===== config.mk =====
export PLATFORM = sky130hd
export DESIGN_NAME = tohost_monitor
export DESIGN_NICKNAME = d
export VERILOG_FILES = /design/src/rtl/tohost_monitor.sv
export SDC_FILE = /design/constraint.sdc
export NUM_CORES = 1
export LEC_CHECK = 0
export ABC_AREA = 1
export CORE_MARGIN = 2
export CORE_UTILIZATION = 39
export CTS_BUF_LIST = sky130_fd_sc_hd__clkbuf_8 sky130_fd_sc_hd__clkbuf_16
export CTS_CLUSTER_DIAMETER = 100
export DETAILED_ROUTE_END_ITERATION = 7
export GPL_ROUTABILITY_DRIVEN = 1
export PLACE_DENSITY = 0.72
export REMOVE_ABC_BUFFERS = 1
export SETUP_SLACK_MARGIN = 0.5
export SLEW_MARGIN = 25
export SYNTH_ARGS = -nofsm -noshare
export SYNTH_HDL_FRONTEND = slang
export SYNTH_SLANG_ARGS = --single-unit

===== constraint.sdc =====
create_clock -name clk -period 2.4 [get_ports clk]
set_input_delay 0.24 -clock clk [delete_from_list [all_inputs] [get_ports clk]]
set_output_delay 0.24 -clock clk [all_outputs]
set_load 0.01 [all_outputs]

===== src/rtl/tohost_monitor.sv =====
// -----------------------------------------------------------------------------
// tohost_monitor
//
// Test-completion responder on the core's data-store path. Watches for stores
// to the riscv-tests `tohost` word and latches a single sticky verdict (pass,
// fail with test number, or watchdog timeout) so the harness can poll one
// done/pass pair. Also reports how many cycles the run took, frozen at the
// verdict.
//
// Ports:
//   clk        in   1      system clock, rising edge
//   rst        in   1      synchronous active-high reset
//   wr_en      in   1      store valid, one cycle per store
//   wr_addr    in   32     store byte address
//   wr_data    in   32     store data (full word)
//   wr_ack     out  1      one-cycle pulse per accepted tohost store
//   done       out  1      sticky, a verdict has been reached
//   pass       out  1      sticky, meaningful when done=1
//   timeout    out  1      sticky, the verdict came from the watchdog
//   fail_test  out  31     failing test number (wr_data[31:1])
//   cycles     out  CNT_W  cycles spent running, frozen once done
// -----------------------------------------------------------------------------
module tohost_monitor #(
  parameter logic [31:0] TOHOST_ADDR    = 32'h0000_1000,
  parameter int unsigned TIMEOUT_CYCLES = 5000,
  parameter int unsigned CNT_W          = 32
) (
  input  logic             clk,
  input  logic             rst,
  input  logic             wr_en,
  input  logic [31:0]      wr_addr,
  input  logic [31:0]      wr_data,
  output logic             wr_ack,
  output logic             done,
  output logic             pass,
  output logic             timeout,
  output logic [30:0]      fail_test,
  output logic [CNT_W-1:0] cycles
);

  typedef enum logic [1:0] {
    S_RUN,
    S_PASS,
    S_FAIL,
    S_TIMEOUT
  } state_e;

  // Counter value at which the watchdog fires on the next edge.
  localparam logic [CNT_W-1:0] WDOG_LAST = CNT_W'(TIMEOUT_CYCLES - 1);

  state_e           state_q, state_d;
  logic             ack_q, ack_d;
  logic             done_q, done_d;
  logic             pass_q, pass_d;
  logic             timeout_q, timeout_d;
  logic [30:0]      fail_test_q, fail_test_d;
  logic [CNT_W-1:0] cycles_q, cycles_d;

  logic hit;

  // wr_en gates the compare, so X on the address bus while idle resolves to 0.
  assign hit = wr_en && (wr_addr == TOHOST_ADDR);

  always_comb begin
    // NOTE: every next-state signal takes its hold value first so no path
    // through the branches below can leave one unassigned and infer a latch.
    state_d     = state_q;
    fail_test_d = fail_test_q;
    cycles_d    = cycles_q;
    ack_d       = hit;

    if (state_q == S_RUN) begin
      if (cycles_q != '1) begin
        cycles_d = cycles_q + CNT_W'(1);
      end

      // A verdict in the data beats a watchdog expiry on the same edge; a
      // clear or syscall-style value falls through and lets the timeout fire.
      if (hit && (wr_data == 32'd1)) begin
        state_d = S_PASS;
      end else if (hit && wr_data[0]) begin
        state_d     = S_FAIL;
        fail_test_d = wr_data[31:1];
      end else if (cycles_q == WDOG_LAST) begin
        state_d = S_TIMEOUT;
      end
    end

    // Flags are decoded from the next state and registered alongside it, so
    // the outputs are plain flops.
    done_d    = (state_d != S_RUN);
    pass_d    = (state_d == S_PASS);
    timeout_d = (state_d == S_TIMEOUT);
  end

  // NOTE: sequential state uses non-blocking assignments so every flop samples
  // the pre-edge values regardless of statement order.
  always_ff @(posedge clk) begin
    if (rst) begin
      state_q     <= S_RUN;
      ack_q       <= 1'b0;
      done_q      <= 1'b0;
      pass_q      <= 1'b0;
      timeout_q   <= 1'b0;
      fail_test_q <= '0;
      cycles_q    <= '0;
    end else begin
      state_q     <= state_d;
      ack_q       <= ack_d;
      done_q      <= done_d;
      pass_q      <= pass_d;
      timeout_q   <= timeout_d;
      fail_test_q <= fail_test_d;
      cycles_q    <= cycles_d;
    end
  end

  assign wr_ack    = ack_q;
  assign done      = done_q;
  assign pass      = pass_q;
  assign timeout   = timeout_q;
  assign fail_test = fail_test_q;
  assign cycles    = cycles_q;

endmodule


==> results.md <==
- Critical Path Max Stage Delay: 480 ps
- Data arrival, critical path: 2060 ps
- Gr usage total: 21.5%
- Antenna fix cells: 0
- RSZ-0062 raised after global routing: no
- Worst slack at placement: 303 ps
- CP top delay family: simple AND/OR/NAND/NOR gates
- Leak pwr: 0.00246 uW
- DR pass1 iterations: 4
- Port bufs: 133
- Routed wire per std cell: 13.1 um
- Post-synth EDFFs: 0
- Rows: 36
- Yosys warnings: 0
- Iter 0 DRT Violations: 180
- Slew @ Worst Pin: 422 ps
- Crit path cell chain: inv_2, nor3_2, nand2_1, nor2_4, nand4_4, nand2_8, buf_8, nand2_1, a21oi_2
- Initial Util: 40.4%
- RePlAce Congestion: 0.929
- Setup ws final: 617 ps
- Hold crit path type: reg -> reg
- Slew headroom: 71.8%
- Ports: 134
- Register area share after synthesis: 34.7%
- FF/Latch Area: 1390 sq um
- Clk Latency, worst-skew pair: 350 ps
- Vias in the first global route: 4262
- DRC: 0
- R2r setup slk: 620 ps
- Die width: 105 um
- Placement Cell Area: 5430 sq um
- Post-route setup TNS: 0 ps
- Final instance area: 5790 sq um
- Clock slew at reported path FFs: 80 ps
- Fin crit share: 74.3%
- #FFs+latches synth: 69
- # nets final: 839
- Fillcell total: 890
- Placed wire-length estimate: 8610 um
- P&R area growth vs syn: 45.4%
- CTS sink count: 69
- Clock buffer depth: 2
- Share of post-route cells with drive strength above 1: 11.6%
- CTS tree: yes
- Kind of critical path: reg -> reg
- Crit path max fanout: 14
- PwrDens: 419 nW/um^2
- Final setup violation count: 0
- Worst Skew: 10.6 ps
- Worst Reg-to-Reg Cells: 9
- Syn Inst Count: 632
- DRT Wirelength: 11900 um
- Vias: 4330
- CTS Buf Count: 9
- Synth Flop Type: dfxtp_1
- Post-synth cell types: 31
- Via-per-instance ratio: 4.77
- Largest net degree at the start of global routing: 63
- Grt total ovfl: 0
- Mapped cell area: 3990 sq um
- Core Footprint: 9860 sq um
- Maxcap violations: 0
- Area occupied by multi-input gates: 2220 sq um
- Fin crit period: 1780 ps
- Worst ir drop on vdd: 0.224 mV
- Reg2Reg Capture Point: cycles[6]
- Slew Limit Fails: 0
- Initial antenna violation count: 0
- Max H-tree Level: 3
- First-pass GRT wire length: 19400 um
- Worst r2r src: cycles[15]
- Die area: 11000 sq um
- CP Capture Type: register
- CP Buf/Inv Count: 2
- Ys async rst share: 0%
- Hold Path End: cycles[24]
- Crit path launch type: register
- Root Buffer: clkbuf_8
- Hold WS: 498 ps
- Final hold violations: 0
- Status: complete, no violations
- Mean post-synth cell area: 6.31 sq um
- Finished Core Util: 58.7%
- Hold path depth: 1
- Required time of the critical path: 2680 ps
- Die extent in y: 105 um
- F_max: 561 MHz
- Slowest cell on crit path: dfxtp_1
- Post-DRT Antenna Nets: 0
- HP Start: cycles[24]
- CP dominant cell by count: nand2_1
- CP Depth: 9
what timing repair did:
action                     CTS  global route
pin swaps                    0             1
gates cloned                 0             3
setup endpoints to repair   26            57
buffers inserted             3             0
gates resized for setup      7            14
hold buffers                 0             0
worst max-delay path by stage:
| stage | to | slack (ps) | startpoint |
|---|---|---|---|
| 2_1_floorplan | fail_test[0] | 260 | wr_addr[19] |
| 3_3_place_gp | fail_test[9] | 350 | wr_addr[12] |
| 3_5_place_dp | fail_test[28] | 300 | wr_addr[12] |
| 4_1_cts | cycles[19] | 520 | cycles[2] |
| 5_1_grt | cycles[14] | 500 | cycles[15] |
| 6_report | cycles[6] | 620 | cycles[15] |
state kept, by name (all words and copies together), names as in the netlist:
name	cells
fail_test	31
timeout	1
wr_ack	1
cycles	32
state_q	2
pass	1
done	1
placed cells by master, fill, tap and decap left out, types with 2 or more instances in the layout:
cell	instances
nand2_1	186
nor2_1	145
clkdlybuf4s50_1	133
inv_1	74
dfxtp_1	61
nand3_1	25
a21oi_2	19
xor2_1	18
nand2_2	12
nor3_1	12
clkbuf_8	10
a21oi_1	9
buf_4	9
dfxtp_2	8
nand4_1	7
o21ai_0	7
nor2_2	4
inv_2	3
nor2_4	3
xnor2_1	3
nand3b_1	2
nand2_4	2
nor3_2	2
bufinv_16	2
clkinvlp_4	2
clkbuf_16	2
layout make-up:
class	count	area share, %
multi-input combinational	466	38.4
timing repair buffer	147	25.8
sequential	69	24.0
inverter	78	5.10
tap	133	2.87
clock buffer	10	2.38
clock inverter	5	1.45
metal layers:
| layer | track usage (%) | up-vias | part of all wire, % | wire [um] |
|---|---|---|---|---|
| li1 | - | 2192 | - | - |
| met1 | 26.5 | 1937 | 44 | 5200 |
| met2 | 35.9 | 164 | 48 | 5660 |
| met3 | 3.81 | 37 | 5.3 | 630 |
| met4 | 10.8 | 0 | 3.3 | 387 |
| met5 | 0 | - | 0 | 0 |
cell usage after synthesis, types with 2 or more instances:
cell / count / share of area [%]
dfxtp_1: 69 / 35
inv_1: 74 / 7.0
buf_12: 3 / 1.5
clkbuf_1: 6 / 0.57
nand3b_1: 2 / 0.38
nor2_1: 149 / 14
a21oi_2: 19 / 4.2
buf_2: 9 / 1.1
nor2_4: 2 / 0.57
xor2_1: 18 / 4.0
nand2_4: 3 / 0.85
a21oi_1: 9 / 1.1
nand3_1: 25 / 3.1
inv_2: 4 / 0.38
and2_1: 2 / 0.31
nand2_2: 11 / 1.7
nand4_1: 7 / 1.1
o21ai_0: 7 / 0.88
nor3_1: 13 / 1.6
xnor2_1: 3 / 0.66
nand2_1: 187 / 18
power by group:
| group | switching (uW) | internal [uW] | total, uW |
|---|---|---|---|
| clock | 466 | 611 | 1080 |
| combinational | 70.0 | 120 | 190 |
| sequential | 8.41 | 1150 | 1160 |
kinds of logic after synthesis:
logic type	share of synthesized area [%]
adder cells (fa/ha/maj)	0.314
flip-flops	34.7
AO/OA/AOI/OAI	6.37
buffers and inverters	10.6
AND/OR/NAND/NOR	43.4
XOR/XNOR	4.62
stage by stage:
stage / instances / power (uW)
2_1_floorplan: 613 / 1220
3_3_place_gp: 887 / 1370
6_report: 908 / 2430
3_5_place_dp: 887 / 1370
4_1_cts: 905 / 2450
5_1_grt: 908 / 2520
(Power assumes the default switching activity.)
